`src/rtl/reflet_gpio_pkg.sv`:
```
// Shared constants for the reflet GPIO peripheral: register offsets and field sizes.
package reflet_gpio_pkg;

    localparam int unsigned GPIO_WIDTH = 16;
    localparam int unsigned GPIO_NREGS = 8;
    localparam int unsigned GPIO_OFF_W = 3;

    localparam logic [GPIO_OFF_W-1:0] GPIO_OFF_GPI_L  = 3'd0;
    localparam logic [GPIO_OFF_W-1:0] GPIO_OFF_GPI_H  = 3'd1;
    localparam logic [GPIO_OFF_W-1:0] GPIO_OFF_GPO_L  = 3'd2;
    localparam logic [GPIO_OFF_W-1:0] GPIO_OFF_GPO_H  = 3'd3;
    localparam logic [GPIO_OFF_W-1:0] GPIO_OFF_MASK_L = 3'd4;
    localparam logic [GPIO_OFF_W-1:0] GPIO_OFF_MASK_H = 3'd5;
    localparam logic [GPIO_OFF_W-1:0] GPIO_OFF_FLAG_L = 3'd6;
    localparam logic [GPIO_OFF_W-1:0] GPIO_OFF_FLAG_H = 3'd7;

endpackage

```
`src/rtl/reflet_gpio_edge_det.sv`:
```
// Input sampling, previous-sample register and masked rising-edge flags with write-1-clear.
// REFLET_GPIO_SYNC_EN inserts a 2-flop synchronizer ahead of the sampling flop.
module reflet_gpio_edge_det
    import reflet_gpio_pkg::*;
(
    input  logic                  clk,
    input  logic                  reset,
    input  logic [GPIO_WIDTH-1:0] gpi,
    input  logic [GPIO_WIDTH-1:0] mask,
    input  logic [GPIO_WIDTH-1:0] clear,
    output logic [GPIO_WIDTH-1:0] gpi_s,
    output logic [GPIO_WIDTH-1:0] flag,
    output logic                  irq
);

    logic [GPIO_WIDTH-1:0] gpi_s_q,    gpi_s_d;
    logic [GPIO_WIDTH-1:0] gpi_prev_q, gpi_prev_d;
    logic [GPIO_WIDTH-1:0] flag_q,     flag_d;
    logic                  irq_q,      irq_d;
    logic [GPIO_WIDTH-1:0] rise_c;

`ifdef REFLET_GPIO_SYNC_EN
    logic [GPIO_WIDTH-1:0] sync1_q, sync1_d;
    logic [GPIO_WIDTH-1:0] sync2_q, sync2_d;

    always_comb begin
        sync1_d = gpi;
        sync2_d = sync1_q;
        gpi_s_d = sync2_q;
    end

    always_ff @(posedge clk) begin
        if (reset) begin
            sync1_q <= gpi;
            sync2_q <= gpi;
        end else begin
            sync1_q <= sync1_d;
            sync2_q <= sync2_d;
        end
    end
`else
    always_comb begin
        gpi_s_d = gpi;
    end
`endif

    // Set wins over a simultaneous write-1-clear.
    always_comb begin
        rise_c     = gpi_s_q & ~gpi_prev_q & mask;
        gpi_prev_d = gpi_s_q;
        flag_d     = (flag_q & ~clear) | rise_c;
        irq_d      = |flag_d;
    end

    // Sampling stages load the live input on reset so no false edge follows.
    always_ff @(posedge clk) begin
        if (reset) begin
            gpi_s_q    <= gpi;
            gpi_prev_q <= gpi;
            flag_q     <= '0;
            irq_q      <= 1'b0;
        end else begin
            gpi_s_q    <= gpi_s_d;
            gpi_prev_q <= gpi_prev_d;
            flag_q     <= flag_d;
            irq_q      <= irq_d;
        end
    end

    assign gpi_s = gpi_s_q;
    assign flag  = flag_q;
    assign irq   = irq_q;

endmodule

```
`src/rtl/reflet_gpio_ctrl.sv`:
```
// Memory-mapped 16-bit GPIO peripheral: bus decode, chunked register access, edge interrupts.
// Optional input synchronizer selected with REFLET_GPIO_SYNC_EN.
module reflet_gpio_ctrl
    import reflet_gpio_pkg::*;
#(
    parameter int unsigned wordsize       = 8,
    parameter int unsigned base_addr_size = 7,
    parameter int unsigned base_addr      = 0
) (
    input  logic                      clk,
    input  logic                      reset,
    input  logic                      enable,
    input  logic [base_addr_size-1:0] addr,
    input  logic                      write_en,
    input  logic [wordsize-1:0]       data_in,
    output logic [wordsize-1:0]       data_out,
    input  logic [GPIO_WIDTH-1:0]     gpi,
    output logic [GPIO_WIDTH-1:0]     gpo,
    output logic                      interrupt
);

    localparam int unsigned AW = base_addr_size;

    // Bit lanes of the 16-bit field covered by the low and high register of a pair.
    localparam logic [GPIO_WIDTH-1:0] LANE_LO = 16'({wordsize{1'b1}});
    localparam logic [GPIO_WIDTH-1:0] LANE_HI = 16'(LANE_LO << wordsize);

    logic [AW-1:0]         off_full_c;
    logic [GPIO_OFF_W-1:0] off_c;
    logic                  sel_c;
    logic                  wr_c;
    logic [GPIO_WIDTH-1:0] lane_c;
    logic [GPIO_WIDTH-1:0] wdata_c;
    logic [GPIO_WIDTH-1:0] clear_c;

    logic [GPIO_WIDTH-1:0] gpo_q,  gpo_d;
    logic [GPIO_WIDTH-1:0] mask_q, mask_d;

    logic [GPIO_WIDTH-1:0] gpi_s;
    logic [GPIO_WIDTH-1:0] flag;
    logic                  irq;

    function automatic logic [wordsize-1:0] rd_chunk(input logic [GPIO_WIDTH-1:0] f,
                                                     input logic hi);
        logic [GPIO_WIDTH-1:0] shifted;
        shifted = hi ? 16'(f >> wordsize) : f;
        return wordsize'(shifted);
    endfunction

    // Unsigned wrap-around subtraction makes addresses below base_addr fall outside.
    always_comb begin
        off_full_c = addr - AW'(base_addr);
        sel_c      = enable && (off_full_c < AW'(GPIO_NREGS));
        off_c      = off_full_c[GPIO_OFF_W-1:0];
        wr_c       = sel_c && write_en;
        lane_c     = off_c[0] ? LANE_HI : LANE_LO;
        wdata_c    = off_c[0] ? 16'(16'(data_in) << wordsize) : 16'(data_in);
        wdata_c    = wdata_c & lane_c;
    end

    always_comb begin
        gpo_d   = gpo_q;
        mask_d  = mask_q;
        clear_c = '0;
        if (wr_c) begin
            unique case (off_c)
                GPIO_OFF_GPO_L,  GPIO_OFF_GPO_H:  gpo_d   = (gpo_q & ~lane_c) | wdata_c;
                GPIO_OFF_MASK_L, GPIO_OFF_MASK_H: mask_d  = (mask_q & ~lane_c) | wdata_c;
                GPIO_OFF_FLAG_L, GPIO_OFF_FLAG_H: clear_c = wdata_c;
                default: ;
            endcase
        end
    end

    always_ff @(posedge clk) begin
        if (reset) begin
            gpo_q  <= '0;
            mask_q <= '0;
        end else begin
            gpo_q  <= gpo_d;
            mask_q <= mask_d;
        end
    end

    reflet_gpio_edge_det u_edge_det (
        .clk   (clk),
        .reset (reset),
        .gpi   (gpi),
        .mask  (mask_q),
        .clear (clear_c),
        .gpi_s (gpi_s),
        .flag  (flag),
        .irq   (irq)
    );

    // Read path is combinational so the OR-combined bus sees data in the access cycle.
    always_comb begin
        data_out = '0;
        if (sel_c) begin
            unique case (off_c)
                GPIO_OFF_GPI_L,  GPIO_OFF_GPI_H:  data_out = rd_chunk(gpi_s,  off_c[0]);
                GPIO_OFF_GPO_L,  GPIO_OFF_GPO_H:  data_out = rd_chunk(gpo_q,  off_c[0]);
                GPIO_OFF_MASK_L, GPIO_OFF_MASK_H: data_out = rd_chunk(mask_q, off_c[0]);
                GPIO_OFF_FLAG_L, GPIO_OFF_FLAG_H: data_out = rd_chunk(flag,   off_c[0]);
                default: data_out = '0;
            endcase
        end
    end

    assign gpo       = gpo_q;
    assign interrupt = irq;

endmodule

```
`config.mk`:
```
export PLATFORM = sky130hd
export DESIGN_NAME = reflet_gpio_ctrl
export DESIGN_NICKNAME = d
export VERILOG_FILES = /design/src/rtl/reflet_gpio_pkg.sv /design/src/rtl/reflet_gpio_edge_det.sv /design/src/rtl/reflet_gpio_ctrl.sv
export SDC_FILE = /design/constraint.sdc
export NUM_CORES = 1
export LEC_CHECK = 0
export ABC_AREA = 1
export BUFFER_PORTS_ARGS = -buffer_cell sky130_fd_sc_hd__buf_4
export CAP_MARGIN = 20
export CELL_PAD_IN_SITES_DETAIL_PLACEMENT = 0
export CELL_PAD_IN_SITES_GLOBAL_PLACEMENT = 1
export CORE_MARGIN = 5
export CORE_UTILIZATION = 30
export DETAILED_ROUTE_END_ITERATION = 10
export PLACE_DENSITY = 0.58
export SLEW_MARGIN = 20
export SYNTH_ARGS = -nofsm -noshare
export SYNTH_HDL_FRONTEND = slang
export SYNTH_SLANG_ARGS = --single-unit
```
`constraint.sdc`:
```
create_clock -name clk -period 1.7 [get_ports clk]
set_input_delay 0.34 -clock clk [delete_from_list [all_inputs] [get_ports clk]]
set_output_delay 0.34 -clock clk [all_outputs]
set_load 0.02 [all_outputs]
```
-- Word-level counts from Yosys, hierarchy flattened
Index checks and enable logic that the tools add are counted.
W data, S select, Z words.
- shifts and indexed selects: 0
- reduce and logical (&&, ||, !) cells: 10
- magnitude comparators: 1
- bitwise gates (word level): 12
- multiplexer cells: 11
- multipliers: 0
- add/sub/neg operators: 0
- div/mod/pow operators: 0
- eq/ne operators: 7
- operators by type and width (kind ; count):
    $and A16 B16 Y16 ; 6
    $mux W16 ; 5
    $not A16 Y16 ; 3
    $or A16 B16 Y16 ; 3
    $mux W8 ; 5
    $pmux W8 S4 ; 1
    $reduce_or A16 Y1 ; 1
    $eq A3 B3 Y1 const B ; 4
    $reduce_or A2 Y1 ; 4
    $lt A7 B4 Y1 const B ; 1
    $eq A3 B2 Y1 const B ; 2
    $reduce_and A2 Y1 ; 2
    $eq A3 B1 Y1 const B ; 1
    $logic_not A3 Y1 ; 1
    $logic_and A1 B1 Y1 ; 2
- input bits: 35
- memories: 0
- memory bits (read-only): 0
- bits in latches: 0
- register bits: 81
- output and inout port bits: 25
- memory bits (writable): 0

-- Depth between registers and ports, before layout
- depth in word-level cells: 8
- gate-level depth with buffers: 11

-- Cells and area by module
Synthesis repeated with hierarchy kept, for this count alone.
- cells, all modules: 525
- area total of the unflattened synthesis: 3860.0 sq um
- modules (own cells, without submodules) (module ; times used ; cells each ; seq. area each (sq um) ; area each (sq um)):
    reflet_gpio_ctrl ; 1 ; 350 ; 640.6 ; 2148.3
    reflet_gpio_edge_det ; 1 ; 175 ; 980.9 ; 1711.6

-- Worst setup path after synthesis
No wires, ideal clock.
- path kind: input to output
- start: input addr[0]
- end: output data_out[3]
- path slack: -0.121 ns
- stages: 5
- arrival time: 1.481 ns
- cell sequence: clkinv_1 -> buf_2 -> clkbuf_1 -> o211ai_1 -> a41oi_1
- word-level cells in the longest chain between the ends: 4
- elaborated cells between the ends (all ways): 20
- ends and longest elaborated chain (element ; line ; RTL):
    start, declared ; reflet_gpio_ctrl.sv:13 ; input logic [base_addr_size-1:0] addr,
    branches (longest 3 deep; another with $lt A7 B4 Y1) ; -- ;
    $mux W8 (*) ; reflet_gpio_ctrl.sv:99 ; if (sel_c) begin
    end, declared ; reflet_gpio_ctrl.sv:16 ; output logic [wordsize-1:0] data_out,
Mark *: on every way between the ends.

-- Worst setup path in the final report
- start: register u_edge_det.flag_q[5] (netlist: u_edge_det.flag[5])
- end: output data_out[5]
- word-level cells in the longest chain between the ends: 3
- ends and longest elaborated chain (element ; line ; RTL):
    start, declared ; reflet_gpio_edge_det.sv:18 ; logic [GPIO_WIDTH-1:0] flag_q, flag_d;
    start signal, assigned ; reflet_gpio_edge_det.sv:65 ; flag_q <= flag_d;
    $mux W8 ; reflet_gpio_ctrl.sv:46 ; shifted = hi ? 16'(f >> wordsize) : f;
    $pmux W8 S4 ; reflet_gpio_ctrl.sv:100 ; unique case (off_c)
    $mux W8 ; reflet_gpio_ctrl.sv:99 ;
Every way passes these cells.

==> results.txt <==
After detailed placement, the total cell area comes to 4600 sq um. The first-pass GRT wire length is 19200 microns. The path depth of the worst reg2reg path is 8. For this run, the detailed router's first-pass iteration total came to 4.

The total power density per cell area is 819 nW/um^2. The post-synthesis cell area is 3620 sq um. The DRC violations left is 0.

Walking the worst path, the cells encountered are nor2_1 > nor2_2 > o21ai_2 > a41oi_4 > buf_6. In this design, the stage delay of the slowest critical-path cell is 0.34 ns. The worst pin sits at a relative slew slack of 0.720. The startpoint identified for the worst hold timing path is gpi[10].

The cell sitting at the root of the clock tree is a sky130_fd_sc_hd__clkbuf_16. The top-level I/O count is 60. TritonCTS built the clock tree. Clock tree synthesis inserted a total of 9 buffers. The cell depth of the worst min-delay path came out at 1. The per-instance average area after synthesis is 7.64 sq um. The gate count after technology mapping is 474. Once detail routing completed, the nets flagged for antenna violations numbered 0. The switching portion of total power is 0.256. The wire-length estimate of the detail-placed layout is 8550 microns. The maximum fanout along the worst path came out at 2. Summing over every cut layer, the via total after detailed routing is 3537. For the final database, setup skew stands at 0.0111 ns. No sink is reached through more buffers than the 2 on the longest clock path. The number of input and output port buffers inserted came out at 59. The cell with the most instances after synthesis is sky130_fd_sc_hd__nand2_1.

Of the total power, combinational logic draws 0.113. The minimum clock period is ~1.7 ns. At the end of the flow, the number of nets in the layout was 611. The final hold violation count was 0. The floorplan die height is 120 microns.

The number of placement rows is 40. The worst setup path is captured at a primary output. Data on the critical path is required at its endpoint by 1.36 ns. The via count of the first global-routing pass came out at 3426. The maximum number of pins on one net before global-route repair is 38.

The flop and latch count out of synthesis came out at 81. After clock tree synthesis, the clock-pin slew on the worst setup and hold paths is 0.07 ns. Counting distinct cell types in the post-synthesis netlist gives 25. The synthesized design spends more area on one cell type than any other, namely sky130_fd_sc_hd__dfxtp_1. The area added between synthesis and finish came out at 45.0%. The maximum clock frequency is 595 MHz. After synthesis, the share of flip-flops with an asynchronous set or reset is 0. Counting both buffers and inverters, the worst setup path holds a total of 1. The final layout contains routed wiring with a total length of roughly 13000 microns. The startpoint of the worst setup timing path is u_edge_det.flag[5].

For this configuration, the core starts out at a cell density of 0.304. The total of warnings raised by yosys is 0. The worst setup margin is 0.0197 ns. The slew at the pin closest to its max-slew limit is ~0.42 ns.

The routed wirelength normalized by instance count came out at about 17 microns. By count the netlist is led by sky130_fd_sc_hd__nand2_1 (91), sky130_fd_sc_hd__dfxtp_1 (81), sky130_fd_sc_hd__nor2_1 (66). Counting every net in the synthesized netlist gives 509. The area share of the largest cell type after synthesis is 0.448. The clock sink count came out at 81. The critical path crosses 5 cells after its start point.

The top cell family by delay on the critical path is flip-flops. The share of power burned in the clock network is 0.429. The pre-CTS worst setup slack came out at -0.137 ns. The flow ran to the end, and the final reports show no timing, DRC or antenna violations. The startpoint of the worst-slack reg-to-reg timing path is u_edge_det.gpi_s[4]. The cell-internal power is 3.20 mW. The insertion delay of the later-clocked pin in the worst-skew pair is 0.34 ns.

The worst-case IR drop observed on VDD is 0.548 mV. The die covers 14400 sq um. The placer's final routability congestion estimate came out at 0.795. The fraction of layout cells with a size suffix above 1 is 0.379. The switching power is about 1.1 mW. After routing the design area is 5250 sq um. The worst setup path is launched from a flop.

The worst setup path is of the flop to primary output kind. The core area is 11900 sq um. The count of routing violations after the opening detailed-route iteration came out at 160. The worst hold path belongs to the class input port to flop. In the post-synthesis netlist, the biggest area contributors are sky130_fd_sc_hd__dfxtp_1 (45%), sky130_fd_sc_hd__nand2_1 (9.4%), sky130_fd_sc_hd__nor2_1 (6.8%). The H-tree depth reported by CTS came out at 3. In this run the horizontal extent of the chip is between 100 and 150 microns. Setup repair after global routing could not meet its margin everywhere. The highest-delay cell along the critical path is sky130_fd_sc_hd__dfxtp_1. In the synthesized netlist the dominant register cell turns out to be sky130_fd_sc_hd__dfxtp_1. Global routing finished with a remaining overflow of 0. The max-slew violation count was 0. Summed over all cells, the static leakage comes to between 2 and 2.5 nW.

0 antenna diodes ended up in the layout. The number of antenna violations at the first check in global routing came out at 0. The max-capacitance violation count is 0. The data arrival time of the worst path came out at 1.34 ns. Of the total power, registers draw 0.458. The number of synthesized flops with an enable pin is 0. The share of synthesized area occupied by flip-flops and latches is 0.448.

The post-route fraction of the period consumed by the critical path is 0.988. The count of final setup violators is 0. The via density per instance is 4.86. The global-route total usage across every layer came out at 0.174.
what timing repair did:
action	CTS	global route
endpoints found under the setup margin	8	13
pin swaps	12	15
cloned	2	2
hold buffers	0	0
setup buffers	3	8
resized for setup	43	48
power groups by stage:
stage	logic [mW]	clock network [mW]	registers (mW)
global placement	0.397	0	2.01
finish	0.486	1.85	1.97
floorplan	0.193	0	2.01
global route	0.525	1.99	1.97
detailed placement	0.400	0	2.01
CTS	0.443	1.90	1.97
kinds of logic after synthesis:
kind of cell / after synthesis / share of synthesized area
AOI/OAI and AO/OA: 114 / 0.193
DFF: 81 / 0.448
and+or+nand+nor: 207 / 0.250
muxes: 8 / 0.0249
buffers and inverters: 64 / 0.0846
layout make-up:
type                    count  area [sq um]
clock buffers              10           239
clock inverters             6          42.5
fillers                  1238          6660
inverters                  36           150
multi-input cells         330          1910
flip-flops and latches     81          1630
well taps                 147           184
repair buffers            118          1100
worst reg2reg max path, delay by kind of cell (launching register included):
family,cells,cell delay (ns)
AND/OR/NAND/NOR,6,0.56
buffers and inverters,1,0.14
flip-flops,1,0.29
AO/OA/AOI/OAI,1,0.09
stage by stage:
| stage | hold WS (ns) | setup TNS (ns) | instances | utilization | total power, mW |
|---|---|---|---|---|---|
| 5_1_grt | 0.0960 | -0.0974 | 728 | 0.441 | 4.49 |
| 6_report | 0.108 | 0 | 728 | 0.441 | 4.30 |
| 3_5_place_dp | 0.455 | -1.02 | 700 | 0.386 | 2.41 |
| 4_1_cts | 0.0983 | 0 | 718 | 0.423 | 4.31 |
| 2_1_floorplan | 0.368 | -0.00845 | 474 | - | 2.20 |
| 3_3_place_gp | 0.452 | -0.778 | 700 | 0.386 | 2.41 |
layout by cell type, fill, tap and decap left out, types with 13 or more instances in the layout:
cell type / n
sky130_fd_sc_hd__nand4_1: 17
sky130_fd_sc_hd__inv_1: 21
sky130_fd_sc_hd__nand3_1: 16
sky130_fd_sc_hd__buf_4: 97
sky130_fd_sc_hd__inv_2: 13
sky130_fd_sc_hd__nand2_1: 89
sky130_fd_sc_hd__nor2_1: 62
sky130_fd_sc_hd__o21ai_1: 13
sky130_fd_sc_hd__dfxtp_1: 72
sky130_fd_sc_hd__a21oi_1: 37
final timing paths:
kind / to / slack, ns
worst max-delay path: data_out[5] / 0.02
worst min-delay path: u_edge_det.gpi_s[10] / 0.11
worst max register to register: u_edge_det.irq / 0.52
worst min register to register: flop / 0.48
per-layer routing:
layer / vias to the layer above / share of wire / global-route usage / routed length [microns]
met5: - / 0 / 0 / 0
met4: 0 / 0.011 / 0.0472 / 136
met3: 11 / 0.061 / 0.0311 / 760
met2: 76 / 0.47 / 0.282 / 5910
met1: 1640 / 0.46 / 0.237 / 5730
li1: 1810 / - / - / -
(Power assumes the default switching activity.)
